### src/rtl/pipeline_hazard_ctrl_pkg.sv
`default_nettype none
// ============================================================================
// Module      : pipeline_hazard_ctrl_pkg
// Description : Shared types and helpers for the pipeline hazard sequencer.
//               hzdState_e - sequencer states (RUN, HAZ, MWAIT, ERR).
//               regAddr_t  - 5-bit architectural register address.
//               src_match  - one source-operand / producer dependency test.
// Revision    : 1.0 - initial release
// ============================================================================
package pipeline_hazard_ctrl_pkg;

  typedef logic [4:0] regAddr_t;

  typedef enum logic [1:0] {
    RUN   = 2'd0,
    HAZ   = 2'd1,
    MWAIT = 2'd2,
    ERR   = 2'd3
  } hzdState_e;

  localparam regAddr_t REG_X0 = 5'd0;

  // True when a source operand that is actually read depends on a producer
  // that will write it. x0 is hardwired to zero, so it never creates a
  // dependency.
  function automatic logic src_match(
    input regAddr_t src,
    input logic     used,
    input regAddr_t dst,
    input logic     wr_en
  );
    return used && wr_en && (src != REG_X0) && (src == dst);
  endfunction

endpackage : pipeline_hazard_ctrl_pkg
`default_nettype wire

### src/rtl/pipeline_hazard_ctrl_if.sv
`default_nettype none
// ============================================================================
// Module      : pipeline_hazard_ctrl_if
// Description : Bundle between the 5-stage pipeline and the hazard sequencer.
//               master : pipeline side, drives stage status and dmem status,
//                        receives register enables, bubble and flush.
//               slave  : hazard sequencer side (inverse directions).
// Revision    : 1.0 - initial release
// ============================================================================
interface pipeline_hazard_ctrl_if;
  import pipeline_hazard_ctrl_pkg::*;

  // ID stage
  logic     id_valid;
  regAddr_t id_rs1_addr;
  regAddr_t id_rs2_addr;
  logic     id_rs1_used;
  logic     id_rs2_used;
  logic     id_branch_taken;
  // Producers in later stages
  regAddr_t ex_rd_addr;
  logic     ex_rd_wr_en;
  logic     ex_data_rd_en;
  regAddr_t mem_rd_addr;
  logic     mem_rd_wr_en;
  regAddr_t wb_rd_addr;
  logic     wb_rd_wr_en;
  // Data memory status
  logic     dmem_req;
  logic     dmem_ready;
  // Pipeline register control
  logic     if_clk_en;
  logic     id_clk_en;
  logic     ex_clk_en;
  logic     mem_clk_en;
  logic     id_bubble;
  logic     if_flush;

  modport master (
    output id_valid, id_rs1_addr, id_rs2_addr, id_rs1_used, id_rs2_used,
           id_branch_taken, ex_rd_addr, ex_rd_wr_en, ex_data_rd_en,
           mem_rd_addr, mem_rd_wr_en, wb_rd_addr, wb_rd_wr_en,
           dmem_req, dmem_ready,
    input  if_clk_en, id_clk_en, ex_clk_en, mem_clk_en, id_bubble, if_flush
  );

  modport slave (
    input  id_valid, id_rs1_addr, id_rs2_addr, id_rs1_used, id_rs2_used,
           id_branch_taken, ex_rd_addr, ex_rd_wr_en, ex_data_rd_en,
           mem_rd_addr, mem_rd_wr_en, wb_rd_addr, wb_rd_wr_en,
           dmem_req, dmem_ready,
    output if_clk_en, id_clk_en, ex_clk_en, mem_clk_en, id_bubble, if_flush
  );

endinterface : pipeline_hazard_ctrl_if
`default_nettype wire

### src/rtl/pipeline_hazard_ctrl.sv
`default_nettype none
// ============================================================================
// Module      : pipeline_hazard_ctrl
// Description : Central stall/flush sequencer for the IF/ID/EX/MEM/WB core.
//               Generates one enable per pipeline register, inserts a bubble
//               into ID/EX on RAW hazards, flushes IF/ID on a taken branch,
//               freezes the pipe during dmem wait states, flags a dmem
//               timeout and counts cycles with the front end stalled.
// Ports       : clk        - clock
//               rst_n      - asynchronous active-low reset
//               pipe       - pipeline_hazard_ctrl_if.slave bundle
//               bus_err    - sticky dmem timeout flag (cleared by rst_n only)
//               stall_cnt  - saturating count of cycles with if_clk_en=0
// Parameters  : TIMEOUT_CYC - MWAIT cycles without dmem_ready before ERR (>=2)
//               CNT_W       - width of stall_cnt
// Macros      : FORWARDING_EN - EX/MEM->ID bypass present; only load-use
//               hazards stall. Undefined: any EX/MEM/WB producer match stalls.
// Revision    : 1.0 - initial release
// ============================================================================
module pipeline_hazard_ctrl
  import pipeline_hazard_ctrl_pkg::*;
#(
  parameter int TIMEOUT_CYC = 256,
  parameter int CNT_W       = 32
) (
  input  wire                      clk,
  input  wire                      rst_n,
  pipeline_hazard_ctrl_if.slave    pipe,
  output logic                     bus_err,
  output logic [CNT_W-1:0]         stall_cnt
);

  localparam int TMO_W = $clog2(TIMEOUT_CYC);
  localparam logic [TMO_W-1:0] TMO_LAST = TMO_W'(TIMEOUT_CYC - 1);

  hzdState_e        state;
  hzdState_e        state_next;
  logic [TMO_W-1:0] tmo;
  logic             hazard;
  logic             dmem_wait;
  logic             freeze;

  // --------------------------------------------------------------------------
  // RAW hazard detection
  // --------------------------------------------------------------------------
`ifdef FORWARDING_EN
  // EX and MEM results are bypassed into ID; only a load still in EX has no
  // data yet, so that is the single case needing a bubble.
  logic ex_load;
  logic unused_no_bypass_producers;

  assign ex_load = pipe.ex_rd_wr_en & pipe.ex_data_rd_en;
  assign hazard  = pipe.id_valid &
                   (src_match(pipe.id_rs1_addr, pipe.id_rs1_used, pipe.ex_rd_addr, ex_load) |
                    src_match(pipe.id_rs2_addr, pipe.id_rs2_used, pipe.ex_rd_addr, ex_load));
  assign unused_no_bypass_producers = ^{pipe.mem_rd_addr, pipe.mem_rd_wr_en,
                                        pipe.wb_rd_addr, pipe.wb_rd_wr_en};
`else
  // No bypass and no register-file write-through: ID must wait until the
  // producer has left WB, whatever kind of instruction it is.
  logic rs1_dep;
  logic rs2_dep;
  logic unused_load_flag;

  assign rs1_dep = src_match(pipe.id_rs1_addr, pipe.id_rs1_used, pipe.ex_rd_addr,  pipe.ex_rd_wr_en)  |
                   src_match(pipe.id_rs1_addr, pipe.id_rs1_used, pipe.mem_rd_addr, pipe.mem_rd_wr_en) |
                   src_match(pipe.id_rs1_addr, pipe.id_rs1_used, pipe.wb_rd_addr,  pipe.wb_rd_wr_en);
  assign rs2_dep = src_match(pipe.id_rs2_addr, pipe.id_rs2_used, pipe.ex_rd_addr,  pipe.ex_rd_wr_en)  |
                   src_match(pipe.id_rs2_addr, pipe.id_rs2_used, pipe.mem_rd_addr, pipe.mem_rd_wr_en) |
                   src_match(pipe.id_rs2_addr, pipe.id_rs2_used, pipe.wb_rd_addr,  pipe.wb_rd_wr_en);
  assign hazard  = pipe.id_valid & (rs1_dep | rs2_dep);
  assign unused_load_flag = pipe.ex_data_rd_en;
`endif

  // A memory access completing in its first cycle never counts as a wait.
  assign dmem_wait = pipe.dmem_req & ~pipe.dmem_ready;
  assign freeze    = (state == ERR) | dmem_wait;

  // --------------------------------------------------------------------------
  // FSM: state register
  // --------------------------------------------------------------------------
  always_ff @(posedge clk or negedge rst_n) begin
    if (!rst_n) begin
      state <= RUN;
    end else begin
      state <= state_next;
    end
  end

  // --------------------------------------------------------------------------
  // FSM: next state (ERR > dmem wait > hazard)
  // --------------------------------------------------------------------------
  always_comb begin
    state_next = state;
    case (state)
      RUN, HAZ: begin
        if (dmem_wait)   state_next = MWAIT;
        else if (hazard) state_next = HAZ;
        else             state_next = RUN;
      end
      MWAIT: begin
        // Leave as soon as the access is no longer waiting (ready, or the
        // request withdrawn); the timeout only fires while still waiting.
        if (!dmem_wait)           state_next = RUN;
        else if (tmo == TMO_LAST) state_next = ERR;
        else                      state_next = MWAIT;
      end
      ERR:     state_next = ERR;
      default: state_next = RUN;
    endcase
  end

  // --------------------------------------------------------------------------
  // FSM: outputs, combinational from state and inputs (no added latency)
  // --------------------------------------------------------------------------
  always_comb begin
    pipe.if_clk_en  = 1'b1;
    pipe.id_clk_en  = 1'b1;
    pipe.ex_clk_en  = 1'b1;
    pipe.mem_clk_en = 1'b1;
    pipe.id_bubble  = 1'b0;
    pipe.if_flush   = 1'b0;
    if (freeze) begin
      pipe.if_clk_en  = 1'b0;
      pipe.id_clk_en  = 1'b0;
      pipe.ex_clk_en  = 1'b0;
      pipe.mem_clk_en = 1'b0;
    end else if (hazard) begin
      // ID holds its instruction while a NOP advances into EX.
      pipe.if_clk_en = 1'b0;
      pipe.id_bubble = 1'b1;
    end else if (pipe.id_branch_taken) begin
      pipe.if_flush = 1'b1;
    end
  end

  assign bus_err = (state == ERR);

  // --------------------------------------------------------------------------
  // Timeout counter: counts MWAIT cycles, cleared on leaving MWAIT
  // --------------------------------------------------------------------------
  always_ff @(posedge clk or negedge rst_n) begin
    if (!rst_n) begin
      tmo <= '0;
    end else if ((state == MWAIT) && (state_next == MWAIT)) begin
      tmo <= tmo + 1'b1;
    end else begin
      tmo <= '0;
    end
  end

  // --------------------------------------------------------------------------
  // Stall counter: saturating count of front-end stall cycles
  // --------------------------------------------------------------------------
  always_ff @(posedge clk or negedge rst_n) begin
    if (!rst_n) begin
      stall_cnt <= '0;
    end else if (!pipe.if_clk_en && !(&stall_cnt)) begin
      stall_cnt <= stall_cnt + 1'b1;
    end
  end

endmodule : pipeline_hazard_ctrl
`default_nettype wire

### src/flat_wrapper.sv
// flat-port wrapper written by rule: the top's interface ports become plain ports
module pipeline_hazard_ctrl_flat import pipeline_hazard_ctrl_pkg::*;
#(
  parameter int TIMEOUT_CYC = 256,
  parameter int CNT_W       = 32
)
  (clk, rst_n, bus_err, stall_cnt, pipe_id_valid, pipe_id_rs1_addr, pipe_id_rs2_addr, pipe_id_rs1_used, pipe_id_rs2_used, pipe_id_branch_taken, pipe_ex_rd_addr, pipe_ex_rd_wr_en, pipe_ex_data_rd_en, pipe_mem_rd_addr, pipe_mem_rd_wr_en, pipe_wb_rd_addr, pipe_wb_rd_wr_en, pipe_dmem_req, pipe_dmem_ready, pipe_if_clk_en, pipe_id_clk_en, pipe_ex_clk_en, pipe_mem_clk_en, pipe_id_bubble, pipe_if_flush);
  pipeline_hazard_ctrl_if pipe_i ();
  input  wire clk;
  input  wire rst_n;
  output logic bus_err;
  output logic [CNT_W-1:0] stall_cnt;
  input wire logic [$bits(pipe_i.id_valid)-1:0] pipe_id_valid;
  input wire logic [$bits(pipe_i.id_rs1_addr)-1:0] pipe_id_rs1_addr;
  input wire logic [$bits(pipe_i.id_rs2_addr)-1:0] pipe_id_rs2_addr;
  input wire logic [$bits(pipe_i.id_rs1_used)-1:0] pipe_id_rs1_used;
  input wire logic [$bits(pipe_i.id_rs2_used)-1:0] pipe_id_rs2_used;
  input wire logic [$bits(pipe_i.id_branch_taken)-1:0] pipe_id_branch_taken;
  input wire logic [$bits(pipe_i.ex_rd_addr)-1:0] pipe_ex_rd_addr;
  input wire logic [$bits(pipe_i.ex_rd_wr_en)-1:0] pipe_ex_rd_wr_en;
  input wire logic [$bits(pipe_i.ex_data_rd_en)-1:0] pipe_ex_data_rd_en;
  input wire logic [$bits(pipe_i.mem_rd_addr)-1:0] pipe_mem_rd_addr;
  input wire logic [$bits(pipe_i.mem_rd_wr_en)-1:0] pipe_mem_rd_wr_en;
  input wire logic [$bits(pipe_i.wb_rd_addr)-1:0] pipe_wb_rd_addr;
  input wire logic [$bits(pipe_i.wb_rd_wr_en)-1:0] pipe_wb_rd_wr_en;
  input wire logic [$bits(pipe_i.dmem_req)-1:0] pipe_dmem_req;
  input wire logic [$bits(pipe_i.dmem_ready)-1:0] pipe_dmem_ready;
  output wire logic [$bits(pipe_i.if_clk_en)-1:0] pipe_if_clk_en;
  output wire logic [$bits(pipe_i.id_clk_en)-1:0] pipe_id_clk_en;
  output wire logic [$bits(pipe_i.ex_clk_en)-1:0] pipe_ex_clk_en;
  output wire logic [$bits(pipe_i.mem_clk_en)-1:0] pipe_mem_clk_en;
  output wire logic [$bits(pipe_i.id_bubble)-1:0] pipe_id_bubble;
  output wire logic [$bits(pipe_i.if_flush)-1:0] pipe_if_flush;
  assign pipe_i.id_valid = pipe_id_valid;
  assign pipe_i.id_rs1_addr = pipe_id_rs1_addr;
  assign pipe_i.id_rs2_addr = pipe_id_rs2_addr;
  assign pipe_i.id_rs1_used = pipe_id_rs1_used;
  assign pipe_i.id_rs2_used = pipe_id_rs2_used;
  assign pipe_i.id_branch_taken = pipe_id_branch_taken;
  assign pipe_i.ex_rd_addr = pipe_ex_rd_addr;
  assign pipe_i.ex_rd_wr_en = pipe_ex_rd_wr_en;
  assign pipe_i.ex_data_rd_en = pipe_ex_data_rd_en;
  assign pipe_i.mem_rd_addr = pipe_mem_rd_addr;
  assign pipe_i.mem_rd_wr_en = pipe_mem_rd_wr_en;
  assign pipe_i.wb_rd_addr = pipe_wb_rd_addr;
  assign pipe_i.wb_rd_wr_en = pipe_wb_rd_wr_en;
  assign pipe_i.dmem_req = pipe_dmem_req;
  assign pipe_i.dmem_ready = pipe_dmem_ready;
  assign pipe_if_clk_en = pipe_i.if_clk_en;
  assign pipe_id_clk_en = pipe_i.id_clk_en;
  assign pipe_ex_clk_en = pipe_i.ex_clk_en;
  assign pipe_mem_clk_en = pipe_i.mem_clk_en;
  assign pipe_id_bubble = pipe_i.id_bubble;
  assign pipe_if_flush = pipe_i.if_flush;
  pipeline_hazard_ctrl #(.TIMEOUT_CYC(TIMEOUT_CYC), .CNT_W(CNT_W)) u_core (.clk(clk), .rst_n(rst_n), .pipe(pipe_i), .bus_err(bus_err), .stall_cnt(stall_cnt));
endmodule
### config.mk
export PLATFORM = sky130hd
export DESIGN_NAME = pipeline_hazard_ctrl_flat
export DESIGN_NICKNAME = d
export VERILOG_FILES = /design/src/rtl/pipeline_hazard_ctrl_pkg.sv /design/src/rtl/pipeline_hazard_ctrl_if.sv /design/src/rtl/pipeline_hazard_ctrl.sv /design/src/flat_wrapper.sv
export SDC_FILE = /design/constraint.sdc
export NUM_CORES = 1
export LEC_CHECK = 0
export ABC_AREA = 1
export ABC_CLOCK_PERIOD_IN_PS = 2900
export BUFFER_PORTS_ARGS = -buffer_cell sky130_fd_sc_hd__buf_2
export CORE_UTILIZATION = 59
export DETAILED_ROUTE_END_ITERATION = 8
export PLACE_DENSITY = 0.93
export SETUP_SLACK_MARGIN = 0.02
export SLEW_MARGIN = 10
export SYNTH_ARGS = -nofsm -noshare
export SYNTH_HDL_FRONTEND = slang
export SYNTH_SLANG_ARGS = --single-unit
### constraint.sdc
create_clock -name clk -period 2.9 [get_ports clk]
set_input_delay 0.58 -clock clk [delete_from_list [all_inputs] [get_ports clk]]
set_output_delay 0.58 -clock clk [all_outputs]
set_load 0.1 [all_outputs]
==> summary.txt, run 1 <==
Setup path
  • Max stage delay cell, worst path: buf_2
  • CP required: 2.32 ns
  • Critical path cell sequence: buf_2 -> inv_1 -> nand2_1 -> nand2_1 -> nor2_1 -> nand3_1 -> nand3_1 -> nand2_1 -> nand2_1 -> nand2_1 -> nor2_4 -> buf_2
  • CP Max Fanout: 5
  • Worst setup EP type: output port
  • Critical path's top delay family: simple AND/OR/NAND/NOR gates
  • Setup Crit Path Kind: primary input to output port
  • Crit path launch type: primary input
  • Worst path buffer plus inverter count: 3
  • Most frequent cell on the critical path: nand2_1
  • CP max stage delay: 0.42 ns
  • Worst path arrival time: 1.99 ns

Power and ir drop
  • Peak supply drop: 0.6239 mV
  • Leakage power: 2.059 nW
  • Pwr/cell area: 462.3 mW/mm²

Status
  • Status: complete, no violations

Detailed routing
  • DR vias: 3432
  • WL/cell: 12.87 µm
  • Final wirelength: 8275 µm
  • Vias per cell: 5.337
  • Remaining DRCs: 0
  • Antenna Nets Post-Route: 0
  • Pre-antenna DRT Iters: 6
  • Starting DRT DRC Count: 343

STA
  • Setup TNS: 0 ns
  • Fin. max-slew vios: 0
  • Tcrit/Tclk final: 88.67%
  • Final hold violation count: 0
  • FMAX: 0.3889 GHz
  • Min Hold Slack: 0.4107 ns
  • Min cycle time layout: 2.572 ns
  • Least-Margin Pin Slew: 0.9211 ns
  • Slew margin rel.: 38.59%
  • Max Clock Skew: 0.01649 ns
  • # setup viols final: 0
  • Unrepaired setup endpoints after global routing: no

Synth
  • Top cells by area, synth: dfrtp_1 33%, nand2_1 23%, nand3_1 8.1%
  • Post-synthesis compound-gate area fraction: 0.9490%
  • Post-Synth Adder-Cell Area: 0.7908%
  • Gate Count Post-Synth: 498
  • Cell Area, Synth: 0.003164 mm²
  • Post-synthesis xor/xnor area fraction: 9.688%
  • Syn Area/Cell: 6.354 µm²
  • Yosys Warn Count: 0
  • Sequential element share of the synthesized area: 33.21%
  • Distinct cell type count after synthesis: 27
  • Largest family of logic cells by synthesized area: simple AND/OR/NAND/NOR gates
  • Syn_nets: 537
  • Yosys reg bits: 42
  • Simple-gate share of the synthesized area: 46.46%
  • Number of flops mapped to enable cells by yosys: 0
  • Area leader, netlist: dfrtp_1
  • Main synth FF type: dfrtp_1
  • Multiplexer share of the synthesized area: 0%
  • Fraction of registers with async set/reset: 100.0%
  • Share of the synthesized area in the top cell type: 33.21%

Global routing
  • Gr usage total: 30.83%
  • Total gr overflow: 0
  • Initial antenna violation count: 0
  • Number of global-route vias before repair: 2958
  • Largest net degree at the start of global routing: 43
  • First-pass GRT wire length: 13390 µm

Floorplanning
  • Initial Util: 61.56%
  • Total Die Area: 0.005660 mm²
  • Die Ht: 75.24 µm
  • I/O pins: 76
  • Num rows: 26
  • Core area: 0.005140 mm²
  • Die width: 75.24 µm

Clock network
  • CTS sink count: 42
  • CTS buffer count: 5
  • Clk_lat worst skew: 0.30 ns
  • CTS Root Buffer Type: clkbuf_8
  • TritonCTS clock tree: built
  • Post-CTS resize count: 0
  • Max Root-Sink Buffers: 2
  • Max H-tree Level: 2
  • Worst-path clk slew: 0.09 ns
  • Hold_buf cts: 0
  • Post-CTS Setup Inserts: 0

Final layout
  • NumNets Final: 611
  • Commonest non-fill, non-tap cell in the layout: nand2_1
  • Layout area overhead: 19.41%
  • # diodes: 0
  • Total area of sequential cells: 0.001051 mm²
  • Layout cells sized above 1: 18.50%
  • Most frequent cells in the layout: 195 x nand2_1, 72 x buf_2, 59 x nor2_1
  • Fillers: 430
  • Multi-input gate area: 0.001862 mm²

Flow run
  • Max Cap Viol: 0

Place
  • DPL Wire Length: 6255 µm
  • GPL Wtd Cong: 1.004
  • Port-buffer cells: 74

Hold path
  • Hold Crit Class: primary input to asynchronous set/reset pin
## kinds of logic (layout without fill, tap and decap cells)
family,count (synthesis),after routing
buffers and inverters,65,140
and+or+nand+nor,348,348
AOI/OAI and AO/OA,6,6
adders and majority gates,2,2
xor gates and xnor gates,35,35
DFF,42,42
## stage by stage
step / instances / power (W) / utilization, % / worst slack [ns] / area, µm²
after global routing: 643 / 0.001820 / 73.52 / 0.2036 / 3779
after CTS: 643 / 0.001750 / 73.52 / 0.3425 / 3779
after global placement: 635 / 0.001187 / 70.84 / 0.3253 / 3641
final: 643 / 0.001747 / 73.52 / 0.3284 / 3779
after detailed placement: 635 / 0.001197 / 70.84 / 0.3425 / 3641
after floorplan: 498 / 0.001071 / - / -0.1159 / 3208
## worst reg2reg max path: stages, from the launching register on
cell and delay, ns:
dfrtp_1 0.45, ha_1 0.30, nand3_2 0.21, nor2_2 0.18, nand3_2 0.16, nor2_4 0.16, nand3_2 0.10, nand2_2 0.09
buf_4 0.31, nand2_1 0.11, nand2_1 0.08
## Yosys cell counts (3+ instances only)
cell type	count
buf_2	6
buf_6	3
dfrtp_1	42
inv_1	49
inv_2	5
nand2_1	196
nand3_1	51
nand3_2	3
nand4_1	3
nor2_1	62
nor3_1	20
nor3b_1	3
o21ai_1	3
xnor2_1	8
xor2_1	27
## layer usage
metal	up-vias	track usage (%)	part of all wire, %
met5	-	0	0
met4	0	9.259	1.1
met3	15	5.355	8.5
met2	170	47.85	47
met1	1554	44.18	44
li1	1693	-	-
## registers in the layout, indices dropped and copies added, names as in the netlist
| signal | flops |
|---|---|
| u_core.stall_cnt | 32 |
| u_core.state | 2 |
| u_core.tmo | 8 |
## area by class of cell
class	count	area share (%)
Clock buffer	5	1.821
Timing Repair Buffer	78	11.39
Inverter	54	5.563
Multi-Input combinational cell	391	49.27
Tap cell	70	2.318
Clock inverter	3	1.821
Sequential cell	42	27.81
## power by group
part           total [W]  internal (W)  leakage (nW)  switching [W]
logic           0.000526      0.000116          1.41       0.000410
registers       0.000663      0.000615         0.580      0.0000481
clock network   0.000558      0.000345        0.0683       0.000213
total            0.00175       0.00108          2.06       0.000672
## final timing paths
| check | startpoint | endpoint | slack [ns] | depth (start not counted) |
|---|---|---|---|---|
| max | pipe_id_rs1_addr[3] | pipe_id_bubble | 0.33 | 12 |
| min in group clk | u_core.tmo[0] | u_core.tmo[0] | 0.47 | 1 |
| max in group asynchronous | rst_n | u_core.stall_cnt[19] | 1.90 | 1 |
| min reg2reg | u_core.tmo[0] | u_core.tmo[0] | 0.47 | 1 |
| min | rst_n | u_core.stall_cnt[8] | 0.41 | 1 |
| max reg2reg | u_core.stall_cnt[0] | u_core.stall_cnt[17] | 0.68 | 10 |
(Power assumes the default switching activity.)
==> run 2: changes to the inputs <==
ABC_AREA = default   (was 1)
CORE_UTILIZATION = 55   (was 59)
PLACE_DENSITY = 0.92   (was 0.93)
SKIP_CTS_REPAIR_TIMING = 1   (was default)
==> run 2 against run 1 <==
Highest routed layer unchanged. Final cell count shrank 45%. Register-to-register slack worse by 0.14 ns. First-iteration DRC count fell by 65%. Combinational power is 11% higher. Critical path type unchanged. Largest cell class unchanged. Synthesized area is 26% lower.
==> summary.txt, run 2 <==
Status
  • Status: complete, no violations

Clock network
  • Max Root-Sink Buffers: 2
  • CTS buffer count: 5
  • Clk_lat worst skew: 0.30 ns
  • TritonCTS clock tree: built
  • Max H-tree Level: 2
  • CTS sink count: 42
  • CTS Root Buffer Type: clkbuf_8
  • Worst-path clk slew: 0.08 ns

Floorplanning
  • I/O pins: 76
  • Initial Util: 57.85%
  • Total Die Area: 0.004533 mm²
  • Die width: 67.33 µm
  • Core area: 0.004058 mm²
  • Die Ht: 67.33 µm
  • Num rows: 23

Synth
  • Fraction of registers with async set/reset: 100.0%
  • Top cells by area, synth: dfrtp_1 45%, xnor2_1 13%, xor2_1 11%
  • Share of the synthesized area in the top cell type: 44.78%
  • Number of flops mapped to enable cells by yosys: 0
  • Gate Count Post-Synth: 226
  • Sequential element share of the synthesized area: 44.78%
  • List of most frequent post-synthesis cells: 42 x dfrtp_1, 36 x xnor2_1, 30 x xor2_1
  • Area leader, netlist: dfrtp_1
  • Yosys reg bits: 42
  • Cell Area, Synth: 0.002347 mm²
  • Main synth FF type: dfrtp_1
  • Syn_nets: 265
  • Yosys Warn Count: 0
  • Count leader, synth: dfrtp_1
  • Distinct cell type count after synthesis: 35
  • Syn Area/Cell: 10.39 µm²

STA
  • # setup viols final: 0
  • Tcrit/Tclk final: 94.50%
  • Fin. max-slew vios: 0
  • Max Clock Skew: 0.006796 ns
  • Unrepaired setup endpoints after global routing: no
  • Least-Margin Pin Slew: 0.8847 ns
  • Slew margin rel.: 41.02%
  • Min Hold Slack: 0.3883 ns
  • FMAX: 0.3649 GHz
  • Setup TNS: 0 ns
  • Final hold violation count: 0
  • Min cycle time layout: 2.740 ns

Final layout
  • Layout cells sized above 1: 31.79%
  • # diodes: 0
  • Final Core Density: 72.16%
  • Layout area overhead: 24.73%
  • Top Registers: u_core.stall_cnt: 32 flops, u_core.tmo: 8 flops, u_core.state: 2 flops
  • NumNets Final: 341
  • Most flops, register: u_core.stall_cnt
  • Post-route cell area: 0.002928 mm²
  • Finished Layout Cells: 352
  • Max FFs per register: 32
  • Commonest non-fill, non-tap cell in the layout: buf_2
  • Most frequent cells in the layout: 71 x buf_2, 42 x dfrtp_1, 36 x xnor2_1

Power and ir drop
  • Pwr/cell area: 596.4 mW/mm²
  • Leakage power: 1.406 nW
  • Peak supply drop: 1.239 mV

Setup path
  • Critical R2R Launch: u_core.stall_cnt[18]
  • Crit path from: pipe_id_rs1_addr[1]
  • FF-to-FF path depth: 8
  • CP Max Fanout: 5
  • Setup Crit Path Kind: primary input to output port
  • Crit path to: pipe_if_flush
  • Reg-to-Reg End: u_core.stall_cnt[1]
  • CP max stage delay: 0.50 ns
  • CP required: 2.32 ns
  • Critical path cell sequence: buf_2 -> or4_1 -> o21ai_0 -> a31oi_1 -> o21ai_2 -> and3_2 -> buf_12
  • Crit path launch type: primary input
  • Worst setup EP type: output port
  • Max stage delay cell, worst path: or4_1
  • Setup slack, reg-to-reg: 0.54 ns
  • Worst path arrival time: 2.16 ns

Detailed routing
  • WL/cell: 15.51 µm
  • Pre-antenna DRT Iters: 4
  • Final wirelength: 5458 µm
  • Antenna Nets Post-Route: 0
  • DR vias: 2011
  • Remaining DRCs: 0
  • Starting DRT DRC Count: 119
  • Vias per cell: 5.713

Place
  • Placed cell area: 0.002815 mm²
  • GPL Wtd Cong: 0.8932
  • Port-buffer cells: 74
  • DPL Wire Length: 3968 µm
  • Inst Count DP: 345

Global routing
  • Number of global-route vias before repair: 1929
  • GRT Max-Usage Layer: met2
  • Initial antenna violation count: 0
  • First-pass GRT wire length: 8769 µm
  • GR Util met1: 32.65%
  • M2 GR Usage: 45.25%
  • Total gr overflow: 0
  • Gr usage total: 26.68%
  • Largest net degree at the start of global routing: 43
  • Met3 Use GR: 5.574%

Flow run
  • Max Cap Viol: 0

Hold path
  • Hold Crit Class: primary input to asynchronous set/reset pin
-- run 2: cell type report --
cell class | instances | area [µm²]
Multi-Input combinational cell | 174 | 1244
Fill cell | 289 | 1130
Sequential cell | 42 | 1051
Timing Repair Buffer | 77 | 450.4
Clock buffer | 6 | 82.58
Tap cell | 50 | 62.56
Clock inverter | 1 | 30.03
Inverter | 2 | 7.507
-- run 2: cells by family after synthesis --
family / share of synthesized area [%]
simple gates: 23.67
xor+xnor: 25.32
flops: 44.78
buf+inv: 2.452
compound gates: 2.239
fa+ha+maj: 1.066
mux: 0.4797
-- run 2: worst min path at each step --
stage / start / to / slack, ns / cells past startpoint
4_1_cts: rst_n / u_core.stall_cnt[11] / 0.42 / 1
3_3_place_gp: u_core.stall_cnt[14] / u_core.stall_cnt[14] / 0.47 / 1
5_1_grt: rst_n / u_core.stall_cnt[31] / 0.47 / 1
3_5_place_dp: u_core.stall_cnt[28] / u_core.stall_cnt[28] / 0.48 / 1
2_1_floorplan: rst_n / u_core.stall_cnt[0] / 0.28 / 0
6_report: rst_n / u_core.stall_cnt[10] / 0.39 / 1
-- run 2: per-stage QoR --
stage               power (W)  setup slack, ns
floorplan            0.001140          -0.1300
global placement     0.001267           0.2028
detailed placement   0.001281           0.1835
CTS                  0.001754           0.1835
global route         0.001804          0.05877
finish               0.001746           0.1596
-- run 2: worst max-delay path, delay by kind of cell --
kind	cells	cell delay, ns
and+or+nand+nor	2	0.76
AOI/OAI and AO/OA	3	0.50
buffers and inverters	2	0.31
-- run 2: metal layers --
metal,up-vias,wire [µm]
met5,-,0
met4,0,104
met3,12,252
met2,86,2851
met1,973,2250
li1,940,-
-- run 2: power breakdown --
group	internal, W	switching (W)	leakage, nW	total, W
logic	0.000129	0.000453	0.774	0.000582
registers	0.000628	0.0000631	0.575	0.000691
clock network	0.000275	0.000197	0.0573	0.000473
total	0.00103	0.000714	1.41	0.00175
==> run 3: changes to the inputs <==
ABC_AREA = 1   (was default)
CORE_UTILIZATION = 59   (was 55)
PLACE_DENSITY = 0.93   (was 0.92)
RECOVER_POWER = 50   (was default)
==> run 3 against run 2 <==
The run now ends with max-capacitance violations, max-slew violations left. Combinational power down 10%. Global-route usage up 4.1 points. Hold slack better by 0.077 ns. Utilization up 0.97 points. Critical path type unchanged. Clock power up 18%.
==> summary.txt, run 3 (synthesized netlist as in run 1, its figures left out) <==
Status
  • Status: finished, violations left
  • Failing checks: max-capacitance violations, max-slew violations

STA
  • FMAX: 0.3891 GHz
  • Setup TNS: 0 ns
  • Max Clock Skew: 0.01755 ns
  • Min Hold Slack: 0.4652 ns
  • Least-Margin Pin Slew: 2.198 ns
  • Unrepaired setup endpoints after global routing: no
  • Min cycle time layout: 2.570 ns
  • Fin. max-slew vios: 43
  • PnR worst setup slack: 0.3298 ns
  • Tcrit/Tclk final: 88.63%
  • # setup viols final: 0
  • Final hold violation count: 0
  • Slew margin rel.: -46.52%

Detailed routing
  • Final wirelength: 8285 µm
  • DR vias: 3433
  • WL/cell: 12.88 µm
  • Starting DRT DRC Count: 337
  • Vias per cell: 5.339
  • Remaining DRCs: 0
  • Antenna Nets Post-Route: 0
  • Pre-antenna DRT Iters: 5

Setup path
  • Reg-to-Reg End: u_core.stall_cnt[17]
  • Worst setup EP type: output port
  • Critical R2R Launch: u_core.stall_cnt[0]
  • Worst path arrival time: 1.99 ns
  • Setup slack, reg-to-reg: 0.69 ns
  • FF-to-FF path depth: 10
  • CP Max Fanout: 5
  • CP required: 2.32 ns
  • Crit path launch type: primary input
  • Setup Crit Path Kind: primary input to output port

Power and ir drop
  • Sequential cell fraction of total power: 38.0%
  • Clk pwr share: 32.0%
  • P_int: 0.001072 W
  • Psw: 0.0006724 W
  • Leakage power: 2.015 nW
  • Comb power frac: 29.9%
  • Pwr/cell area: 464.2 mW/mm²
  • Peak supply drop: 0.6171 mV
  • Sw Ratio: 38.54%

Clock network
  • CTS buffer count: 5
  • CTS Root Buffer Type: clkbuf_8
  • Worst-path clk slew: 0.08 ns
  • TritonCTS clock tree: built
  • CTS sink count: 42
  • Clk_lat worst skew: 0.30 ns
  • Max H-tree Level: 2
  • Max Root-Sink Buffers: 2

Floorplanning
  • I/O pins: 76
  • Num rows: 26
  • Total Die Area: 0.005660 mm²
  • Initial Util: 61.56%
  • Die Ht: 75.24 µm
  • Die width: 75.24 µm
  • Core area: 0.005140 mm²

Global routing
  • Gr usage total: 30.83%
  • First-pass GRT wire length: 13390 µm
  • Number of global-route vias before repair: 2958
  • Initial antenna violation count: 0
  • Largest net degree at the start of global routing: 43
  • Total gr overflow: 0

Final layout
  • Fillers: 436
  • # diodes: 0
  • Top Registers: u_core.stall_cnt: 32 flops, u_core.tmo: 8 flops, u_core.state: 2 flops
  • Most frequent cells in the layout: 195 x nand2_1, 62 x buf_2, 60 x nor2_1
  • Final Core Density: 73.13%
  • Commonest non-fill, non-tap cell in the layout: nand2_1
  • Layout cells sized above 1: 16.58%
  • NumNets Final: 611
  • Most flops, register: u_core.stall_cnt
  • Layout area overhead: 18.78%
  • Max FFs per register: 32

Hold path
  • WHS Path Cells: 1
  • Min-delay src: u_core.tmo[0]
  • Hold Crit Class: flop to flop
  • Hold Path Sink: u_core.tmo[0]

Place
  • GPL Wtd Cong: 1.004
  • Port-buffer cells: 74
  • DPL Wire Length: 6255 µm
  • Setup WS pre-CTS: 0.3425 ns

Flow run
  • Max Cap Viol: 1
==> run 3: cell types whose count changed in the layout (fill, tap and decap cells not counted), moves of 4 or more <==
cell	change
and3_1	-12
buf_2	-9
clkbuf_1	+10
inv_1	+45
inv_2	+5
nand2_1	+191
nand3_1	+27
nand4_1	-16
nor2_1	+48
nor3_1	+19
nor4_1	-4
xnor2_1	-28
==> run 3: worst max path at each step <==
stage / slack (ns) / to / startpoint / cells after the start
after global routing: 0.14 / u_core.stall_cnt[11] / rst_n / 1
after CTS: 0.34 / pipe_id_bubble / pipe_id_rs1_addr[3] / 12
after global placement: 0.33 / pipe_id_bubble / pipe_id_rs1_addr[1] / 12
final: 0.33 / pipe_id_bubble / pipe_id_rs1_addr[3] / 12
after floorplan: -0.12 / pipe_if_flush / u_core.state[1] / 6
after detailed placement: 0.34 / pipe_id_bubble / pipe_id_rs1_addr[3] / 12
==> run 3: worst max-delay path, stage by stage <==
cell and delay [ns]:
buf_2 0.14, inv_1 0.08, nand2_1 0.06, nand2_1 0.06, nor2_1 0.14, nand3_1 0.09
nand3_1 0.07, nand2_1 0.05, nand2_1 0.08, nand2_1 0.13, nor2_4 0.09, buf_2 0.42
==> run 3: per-stage QoR <==
step / cells / power, W / cell area (µm²)
after floorplan: 498 / 0.001071 / 3208
after global placement: 635 / 0.001187 / 3641
after detailed placement: 635 / 0.001197 / 3641
after CTS: 643 / 0.001750 / 3779
after global routing: 643 / 0.001817 / 3759
final: 643 / 0.001745 / 3759
==> run 3: layout make-up <==
| class | instances | area, µm² | share of cell area (%) |
|---|---|---|---|
| clock buffer | 5 | 68.82 | 1.831 |
| clock inverter | 3 | 68.82 | 1.831 |
| inverter | 54 | 210.2 | 5.593 |
| multi-input combinational | 391 | 1854 | 49.33 |
| sequential | 42 | 1051 | 27.96 |
| tap | 70 | 87.58 | 2.330 |
| timing repair buffer | 78 | 417.9 | 11.12 |
==> run 3: per-layer routing <==
metal	routed length, µm	global-route usage (%)	share of wire [%]
met1	3687	44.18	45
met2	3846	47.85	46
met3	668	5.355	8.1
met4	82	9.259	0.99
met5	0	0	0
==> run 3: power by group through the flow <==
stage	clock network, W	registers, W	logic, W
after floorplan	0	0.000868	0.000204
after global placement	0	0.000670	0.000517
final	0.000559	0.000663	0.000522
after detailed placement	0	0.000674	0.000523
after global routing	0.000588	0.000670	0.000559
after CTS	0.000562	0.000663	0.000526
